File: src/rtl/bin_to_bcd8.sv
// Sequential double-dabble converter: unsigned binary to eight packed BCD digits.
// Result and overflow flag are held until the next conversion completes.
module bin_to_bcd8 #(
  parameter int unsigned IN_W = 27
) (
  input  logic            clk,
  input  logic            rst,
  input  logic [IN_W-1:0] in_data,
  input  logic            in_valid,
  output logic            in_ready,
  output logic [31:0]     bcd,
  output logic            done,
  output logic            ovf
);

  typedef enum logic [1:0] {
    IDLE,
    BUSY,
    LOAD
  } state_t;

  localparam logic [4:0] LAST = 5'(IN_W - 1);

  state_t          state_q;
  logic [IN_W-1:0] bin_q, bin_d;
  logic [31:0]     acc_q, acc_d, acc_adj;
  logic [4:0]      cnt_q, cnt_d;
  logic            ov_pend_q;
  logic            ov_in;
  logic [31:0]     bcd_q;
  logic            done_q;
  logic            ovf_q;
  logic [3:0]      nib;

  // Inputs narrower than 27 bits can never exceed 99_999_999, so this folds to 0.
  always_comb begin
    ov_in = 1'b0;
    if (IN_W >= 27) ov_in = (32'(in_data) > 32'd99_999_999);
  end

  always_comb begin
    acc_adj = '0;
    nib     = '0;
    for (int unsigned k = 0; k < 8; k++) begin
      nib = acc_q[4*k +: 4];
      acc_adj[4*k +: 4] = (nib >= 4'd5) ? nib + 4'd3 : nib;
    end
  end

  always_comb begin
    acc_d = {acc_adj[30:0], bin_q[IN_W-1]};
    bin_d = bin_q << 1;
    cnt_d = cnt_q + 5'd1;
  end

  always_ff @(posedge clk or posedge rst) begin
    if (rst) begin
      state_q   <= IDLE;
      bin_q     <= '0;
      acc_q     <= '0;
      cnt_q     <= '0;
      ov_pend_q <= 1'b0;
      bcd_q     <= '0;
      done_q    <= 1'b0;
      ovf_q     <= 1'b0;
    end else begin
      done_q <= 1'b0;
      case (state_q)
        IDLE: begin
          if (in_valid) begin
            bin_q     <= in_data;
            acc_q     <= '0;
            cnt_q     <= '0;
            ov_pend_q <= ov_in;
            state_q   <= BUSY;
          end
        end
        BUSY: begin
          bin_q <= bin_d;
          acc_q <= acc_d;
          cnt_q <= cnt_d;
          if (cnt_q == LAST) state_q <= LOAD;
        end
        LOAD: begin
          bcd_q   <= ov_pend_q ? 32'h9999_9999 : acc_q;
          ovf_q   <= ov_pend_q;
          done_q  <= 1'b1;
          state_q <= IDLE;
        end
        default: state_q <= IDLE;
      endcase
    end
  end

  assign in_ready = (state_q == IDLE);
  assign bcd      = bcd_q;
  assign done     = done_q;
  assign ovf      = ovf_q;

endmodule

File: config.mk
export PLATFORM = sky130hd
export DESIGN_NAME = bin_to_bcd8
export DESIGN_NICKNAME = d
export VERILOG_FILES = /design/src/rtl/bin_to_bcd8.sv
export SDC_FILE = /design/constraint.sdc
export NUM_CORES = 1
export LEC_CHECK = 0
export BUFFER_PORTS_ARGS = -buffer_cell sky130_fd_sc_hd__buf_2
export CORE_MARGIN = 2
export CORE_UTILIZATION = 40
export DETAILED_ROUTE_END_ITERATION = 16
export GPL_TIMING_DRIVEN = 0
export PLACE_DENSITY_LB_ADDON = 0.1
export SYNTH_ARGS = -nofsm -noshare
export SYNTH_HDL_FRONTEND = slang
export SYNTH_SLANG_ARGS = --single-unit
File: constraint.sdc
create_clock -name clk -period 3.8 [get_ports clk]
set_input_delay 0.76 -clock clk [delete_from_list [all_inputs] [get_ports clk]]
set_output_delay 0.76 -clock clk [all_outputs]
set_load 0.005 [all_outputs]
==> results of run 1 <==
## area by class of cell
cell class                      count  area (sq um)
Fill cell                        1131          5954
Sequential cell                   101          2527
Multi-Input combinational cell    317          1928
Timing Repair Buffer               65         340.3
Clock buffer                       11         242.7
Tap cell                          143         178.9
Buffer                             28         123.9
Inverter                           19         73.82
## state kept, by name, summed over array words and instances, names as in the netlist
name / flops
bcd: 32
bin_q: 27
state_q: 2
cnt_q: 5
ov_pend_q: 1
done: 1
ovf: 1
acc_q: 32
## cell families after synthesis
kind of cell	Yosys count	share of synthesized area [%]
multiplexers	9	2.018
AND/OR/NAND/NOR	153	14.77
XOR/XNOR	12	2.260
AO/OA/AOI/OAI	125	17.57
adder cells (fa/ha/maj)	18	4.843
flip-flops	101	54.34
buffers and inverters	47	4.197
## worst min-delay path: stages (launching register included)
cell and delay [ns]:
dfrtp_1 0.34, nand2_1 0.05, nand2_1 0.05
## routing by layer
metal,vias to the layer above,GRT usage [%],wire length (um)
met3,12,3.375,530
met5,-,0,0
met1,1752,26.09,5221
li1,1770,-,-
met4,0,6.584,148
met2,81,30.67,5275
## worst max-delay path by stage
stage                 to  slack (ns)  cells after the start
2_1_floorplan   acc_q[0]        0.39                      1
3_3_place_gp   acc_q[27]       -0.90                      2
3_5_place_dp    bin_q[9]        1.57                      6
4_1_cts         bin_q[6]        1.93                      6
5_1_grt         bin_q[7]        1.85                      6
6_report        bin_q[6]        1.94                      6
## power breakdown
group | switching (mW) | leakage, nW | total [mW] | internal (mW)
Combinational | 1.06 | 1.21 | 1.86 | 0.807
Sequential | 0.282 | 1.31 | 1.75 | 1.46
Clock | 0.369 | 0.119 | 0.813 | 0.444
Total | 1.71 | 2.64 | 4.42 | 2.72
## Yosys cell counts, types with 3 or more instances
library cell  number  area (sq um)
dfrtp_1          101          2527
nand2_1           79         296.5
o21ai_0           39         195.2
nor2_1            34         127.6
a22oi_1           19         142.6
inv_1             19         71.32
o22ai_1           19         118.9
ha_1              18         225.2
nand2b_1          18         112.6
o31ai_1           17         127.6
clkbuf_1          15         56.30
a21oi_1           13         65.06
buf_2              9         45.04
a32o_1             8         80.08
xnor2_1            8         70.07
a22o_1             6         52.55
mux2i_1            6         60.06
nand3_1            5         25.02
nor3b_1            4         30.03
xor2_1             4         35.03
buf_1              3         11.26
mux2_2             3         33.78
nand4_1            3         18.77
o32ai_1            3         26.28
## per-stage QoR
stage | cell area [sq um] | util, %
2_1_floorplan | 4651 | -
3_3_place_gp | 5150 | 45.30
3_5_place_dp | 5172 | 45.49
4_1_cts | 5415 | 47.63
5_1_grt | 5415 | 47.63
6_report | 5415 | 47.63
==> results.cfg, run 1 <==
[yosys]
synthArstFlopShare_pct = 100.0
avgSynthCellArea_sq_um = 10.00
synth_cell_types = 36
synth_ff_type = dfrtp_1
syn_area_sq_um = 4651
syn_nets = 513
seq_area_frac_synth_pct = 54.34
ys_seq_elements = 101
synthCells = 465
ys.warnings.count = 0
synth-edff-count = 0

[floorplan]
start_util_pct = 40.90
rows = 39
dieArea_sq_um = 12500
coreArea_sq_um = 11370
die_x_um = 111.8
ios = 65
die_y_um = 111.8

[critical_path]
cp_common_cell = nand2_1
path_cells = buf_2 -> nor3b_2 -> nor2_2 -> clkbuf_1 -> nand2_1 -> nand2_1
critPathKind = in -> reg
critical_path_required_ns = 4.08
reg2reg_depth = 5
critPathBufInv = 2
crit_family = simple AND/OR/NAND/NOR gates
startpoint_type = input port
r2r_start = state_q[0]
worstReg2RegEnd = bin_q[6]
worst_path_largest_cell_delay_ns = 0.50
worstSetupEndpointType = flip-flop
crit_path_start = in_valid
critical_path.max_fanout = 10
arrival_ns = 2.14
slowest_stage = nor2_2
r2r_slack_ns = 2.00

[timing]
max_slew_margin_pct = 48.22
maxSlewViolCount = 0
finalWorstSetupSlack_ns = 1.942
period_share_pct = 48.90
fmax_mhz = 538.2
layout_min_cycle_time_ns = 1.858
fin_skew_ns = 0.004888
hold_viol_final = 0
tns_ns = 0
worst_slew_pin_slew_ns = 0.7768
whs_ns = 0.4684
setup_violations = 0
rsz0062_at_grt = no

[detailed_routing]
drc = 0
drt_first_pass_iters = 4
ant_nets = 0
vias = 3615
wl_per_cell_um = 16.34
vias_per_cell = 5.285
drt-initial-drc-count = 211
wirelength_mm = 11.18

[clock_network]
worstSkewPairLatency_ns = 0.34
clockBufferDepth = 2
cts_tree = done
cts_made_buffers = 9
cts_sinks = 101
cts_resized = 0
cts.clk_slew.worst_paths_ns = 0.06
cts-root-buf = clkbuf_16
cts_setup_buffers = 0
holdBufCountCts = 0
htree_num_levels = 3

[finish]
final_common_cell = dfrtp_1
synthToLayoutAreaGrowth_pct = 16.44
final_cell_mix = 101 x dfrtp_1, 79 x nand2_1, 73 x buf_2
stdcell_count = 684
final_net_count = 589
diodes = 0
drive_gt1_share_pct = 17.01

[run]
maxCapViolations = 0

[global_route]
grt_start_max_net_pins = 61
grt_pass1_wl_mm = 18.84
grt_overflow_total = 0
grt_pass1_vias = 3729
track_usage_pct = 19.04
grt_antenna_before_repair = 0

[place]
dp_cells = 673
dp_hpwl_mm = 7.785
port_buffers = 64
gp_congestion = 0.7925
dp_slack_ns = 1.570

[power]
power_leakage_nw = 2.636
vdd_drop_max_uv = 280.5
powerDensity_nw_per_um2 = 816.8
power_mw = 4.423

[worst_hold_path]
whs_path_depth = 2
whs_endpoint = bin_q[26]
min_path_type = reg -> reg
holdCritStartpoint = bin_q[26]

[status]
status = finished, final reports clean
(Power assumes the default switching activity.)
==> inputs of run 2 (changes only) <==
- clock period: 3.8 -> 1.7 ns (I/O delays scaled with it)
==> run 2 against run 1 <==
- sequential cell count is the same
- global-route usage decreased by 0.12 points
- wire length about the same
- critical endpoint is now acc_q[9]
- largest cell class unchanged
- highest routed layer unchanged
==> results.cfg, run 2 (synthesis results as in run 1) <==
[floorplan]
die_x_um = 111.8
die_y_um = 111.8
dieArea_sq_um = 12500
rows = 39
coreArea_sq_um = 11370
ios = 65
start_util_pct = 40.90

[place]
dp_cells = 675
dp_hpwl_mm = 7.923
port_buffers = 64
gp_congestion = 0.8266

[clock_network]
htree_num_levels = 3
clockBufferDepth = 2
cts_made_buffers = 9
cts.clk_slew.worst_paths_ns = 0.07
worstSkewPairLatency_ns = 0.35
cts_sinks = 101
cts-root-buf = clkbuf_16
holdBufCountCts = 0
cts_tree = done

[detailed_routing]
wl_per_cell_um = 16.13
drc = 0
vias = 3693
vias_per_cell = 5.337
wirelength_mm = 11.16
drt-initial-drc-count = 157
ant_nets = 0
drt_first_pass_iters = 4

[finish]
final_cell_mix = 99 x dfrtp_1, 79 x nand2_1, 71 x buf_2
stdcell_count = 692
final_net_count = 592
final_common_cell = dfrtp_1
synthToLayoutAreaGrowth_pct = 20.26
drive_gt1_share_pct = 21.68
diodes = 0

[run]
maxCapViolations = 0

[critical_path]
critical_path_required_ns = 1.92
startpoint_type = flip-flop
crit_path_start = state_q[1]
critPathKind = reg -> reg
worstSetupEndpointType = flip-flop
critical_path.max_fanout = 10
cp_common_cell = buf_2
slowest_stage = dfrtp_2
r2r_start = state_q[1]
worst_path_largest_cell_delay_ns = 0.43
path_cells = nand2b_1 -> buf_2 -> buf_4 -> buf_2 -> o22ai_1
arrival_ns = 1.81

[power]
power.share.sequential_pct = 37.7
power_leakage_nw = 2.722
netSwitchingFraction_pct = 37.68
combPwrFrac_pct = 41.3
switching_power_mw = 3.922
power_mw = 10.41
clock_power_share_pct = 21.1
p_int_mw = 6.487
powerDensity_nw_per_um2 = 1861
vdd_drop_max_uv = 746.5

[timing]
worst_slew_pin_slew_ns = 0.6370
period_share_pct = 93.90
fmax_mhz = 626.4
layout_min_cycle_time_ns = 1.596
rsz0062_at_grt = no
hold_viol_final = 0
max_slew_margin_pct = 57.53
maxSlewViolCount = 0
setup_violations = 0
fin_skew_ns = 0.004628

[global_route]
track_usage_pct = 18.92
grt_pass1_wl_mm = 18.70
grt_pass1_vias = 3648
grt_overflow_total = 0
grt_antenna_before_repair = 0
grt_start_max_net_pins = 30

[worst_hold_path]
min_path_type = in -> async

[status]
status = finished, final reports clean
==> run 2: cell count changes in the layout (fill, tap and decap cells not counted), sizes merged <==
cell	before	now
bufinv	0	2
clkinvlp	0	2
clkbuf	26	27
clkinv	0	2
inv	19	18
buf	78	80
==> run 2: per-layer routing <==
layer | routed length [um] | GRT usage, % | vias to the layer above
li1 | - | - | 1784
met5 | 0 | 0 | -
met3 | 419 | 4.137 | 15
met4 | 241 | 6.584 | 0
met1 | 5196 | 25.47 | 1821
met2 | 5306 | 30.42 | 73
==> run 2: cell type report <==
type                       count  area (sq um)
clock buffer                  11         232.7
multi-input combinational    317          1952
clock inverter                 5         85.08
buffer                        27         136.4
inverter                      19         75.07
fill                        1102          5777
tap                          143         178.9
timing repair buffer          69         402.9
sequential                   101          2530
==> run 2: critical path, delay by kind of cell (launching register included) <==
kind / cells / cell delay [ns]
compound gates: 1 / 0.11
flops: 1 / 0.43
simple gates: 1 / 0.15
buf+inv: 3 / 0.78
==> run 2: worst paths after layout <==
| kind | cells past startpoint | slack, ns | to |
|---|---|---|---|
| max in group asynchronous | 5 | 0.72 | state_q[0] |
| min reg2reg | 2 | 0.48 | bcd[18] |
| min | 2 | 0.04 | bin_q[3] |
| max | 5 | 0.10 | acc_q[9] |
| min in group clk | 3 | 0.19 | bin_q[0] |
| max reg2reg | 5 | 0.10 | acc_q[9] |
==> run 2: power groups by stage <==
| stage | combinational, mW | clock [mW] | sequential [mW] |
|---|---|---|---|
| after global placement | 4.11 | 0 | 3.92 |
| after CTS | 4.25 | 2.26 | 3.90 |
| final | 4.29 | 2.19 | 3.92 |
| after global routing | 4.90 | 2.36 | 4.04 |
| after detailed placement | 4.19 | 0 | 3.95 |
| after floorplan | 3.15 | 0 | 3.79 |
==> run 2: repair_timing <==
action / in CTS / in global routing
pin swaps: 0 / 2
endpoints found under the setup margin: 31 / 89
buffers inserted: 0 / 2
resized for setup: 4 / 25
==> run 2: per-stage QoR <==
step	TNS (ns)	utilization, %	hold WS, ns	area, sq um	setup slack, ns
floorplan	0	-	0.4386	4654	0.1564
global placement	-59.76	45.33	0.4554	5154	-0.5885
detailed placement	-1.147	45.92	0.4212	5221	-0.1197
CTS	0	48.82	0.04500	5550	0.003484
global route	0	49.19	0.06617	5593	0.007347
finish	0	49.19	0.03870	5593	0.1037
==> inputs of run 3 (changes only) <==
- CTS_BUF_LIST: unset -> sky130_fd_sc_hd__clkbuf_4 sky130_fd_sc_hd__clkbuf_8
==> run 3 against run 2 <==
- wire length shrank 0.59%
- global-route usage shrank 0.060 points
- critical path type unchanged
- utilization shrank 0.85 points
- cell count did not move
- maximum frequency about the same
- count of clock-buffer cells in the layout did not move
- sequential cell count did not move
- clock skew is 0.0014 ns higher
- critical path depth unchanged
- highest routed layer unchanged
==> results.cfg, run 3 (synthesis results as in run 1) <==
[status]
status = finished, final reports clean

[run]
maxCapViolations = 0

[timing]
setup_violations = 0
period_share_pct = 93.89
max_slew_margin_pct = 59.53
fmax_mhz = 626.5
worst_slew_pin_slew_ns = 0.6070
maxSlewViolCount = 0
rsz0062_at_grt = no
hold_viol_final = 0
fin_skew_ns = 0.005989
finalWorstSetupSlack_ns = 0.1039
whs_ns = 0.01872
layout_min_cycle_time_ns = 1.596

[critical_path]
startpoint_type = flip-flop
path_cells = nand2b_1 -> buf_2 -> buf_4 -> buf_2 -> o22ai_1
critPathKind = reg -> reg
crit_family = buffers and inverters
worst_path_largest_cell_delay_ns = 0.44
cp_common_cell = buf_2
critPathBufInv = 3
worstSetupEndpointType = flip-flop
arrival_ns = 1.84
critical_path_required_ns = 1.94
slowest_stage = dfrtp_2
critical_path.max_fanout = 10

[worst_hold_path]
min_path_type = in -> async

[finish]
final_net_count = 592
synthToLayoutAreaGrowth_pct = 18.19
final_cell_mix = 99 x dfrtp_1, 79 x nand2_1, 71 x buf_2
stdcell_area_sq_um = 5497
final_common_cell = dfrtp_1
drive_gt1_share_pct = 21.86
diodes = 0
final_util_pct = 48.34
fill_cells = 1114

[floorplan]
die_y_um = 111.8
coreArea_sq_um = 11370
rows = 39
die_x_um = 111.8
dieArea_sq_um = 12500
start_util_pct = 40.90
ios = 65

[clock_network]
cts_tree = done
worstSkewPairLatency_ns = 0.36
clockBufferDepth = 2
cts_made_buffers = 9
htree_num_levels = 3
cts.clk_slew.worst_paths_ns = 0.09
holdBufCountCts = 0
cts_sinks = 101
cts-root-buf = clkbuf_8

[detailed_routing]
wl_per_cell_um = 16.04
wirelength_mm = 11.10
vias = 3675
drc = 0
vias_per_cell = 5.311
maxUsedRoutingLayer = met4
wl_met2_mm = 5.298
drt_first_pass_iters = 4
dr_wl_met3_um = 553
drt-initial-drc-count = 175
ant_nets = 0
drt-met1-wl_mm = 5.056

[global_route]
grt_antenna_before_repair = 0
grt_start_max_net_pins = 30
grt_overflow_total = 0
grt_pass1_vias = 3638
grt_pass1_wl_mm = 18.68
track_usage_pct = 18.86

[power]
power_mw = 9.903
vdd_drop_max_uv = 640.1
power_leakage_nw = 2.684
powerDensity_nw_per_um2 = 1802

[place]
dp_slack_ns = -0.1197
place_area_sq_um = 5221
dp_hpwl_mm = 7.923
gp_congestion = 0.8266
port_buffers = 64
run 3: cell count changes in the layout (fill, tap and decap cells not counted):
cell	previous run	this run
clkbuf_1	9	7
ha_2	1	0
clkbuf_4	0	2
clkbuf_16	9	0
ha_1	17	18
clkbuf_8	0	9
run 3: final cells by class:
class	count	area (sq um)	share of cell area, %
flip-flops and latches	101	2530	46.03
multi-input cells	317	1949	35.47
repair buffers	69	402.9	7.330
well taps	143	178.9	3.255
clock buffers	11	138.9	2.527
plain buffers	27	136.4	2.481
clock inverters	5	85.08	1.548
inverters	19	75.07	1.366
run 3: final timing paths:
kind | slack [ns] | end | from | depth (start not counted)
setup / recovery | 0.10 | acc_q[9] | state_q[1] | 5
hold / removal | 0.02 | bin_q[3] | rst | 2
setup reg to reg | 0.10 | acc_q[9] | state_q[1] | 5
hold reg to reg | 0.48 | bcd[12] | bcd[12] | 2
max in group asynchronous | 0.74 | state_q[0] | rst | 5
min in group clk | 0.17 | bin_q[0] | in_data[0] | 3
run 3: layer usage:
| layer | up-vias | GRT usage [%] |
|---|---|---|
| met5 | - | 0 |
| met3 | 12 | 3.974 |
| met4 | 0 | 6.337 |
| met2 | 78 | 30.46 |
| li1 | 1780 | - |
| met1 | 1805 | 25.46 |
run 3: timing repair:
item | in CTS | in global routing
pin swaps | 0 | 2
gates resized for setup | 4 | 24
setup buffers | 0 | 2
setup endpoints to repair | 37 | 91
endpoints found under the hold margin | 0 | 0
run 3: power by group:
part	internal (mW)	switching, mW	total, mW
combinational	1.91	2.37	4.28
sequential	3.27	0.649	3.92
clock	0.868	0.832	1.70
run 3: worst register-to-register path, cell delays in order, from the launching register on:
cell and delay, ns:
dfrtp_2 0.44, nand2b_1 0.15, buf_2 0.27, buf_4 0.24
buf_2 0.27, o22ai_1 0.11
run 3: metrics by stage:
stage / setup TNS, ns / cells
2_1_floorplan: 0 / 465
3_3_place_gp: -59.76 / 672
3_5_place_dp: -1.147 / 675
4_1_cts: 0 / 691
5_1_grt: 0 / 692
6_report: 0 / 692
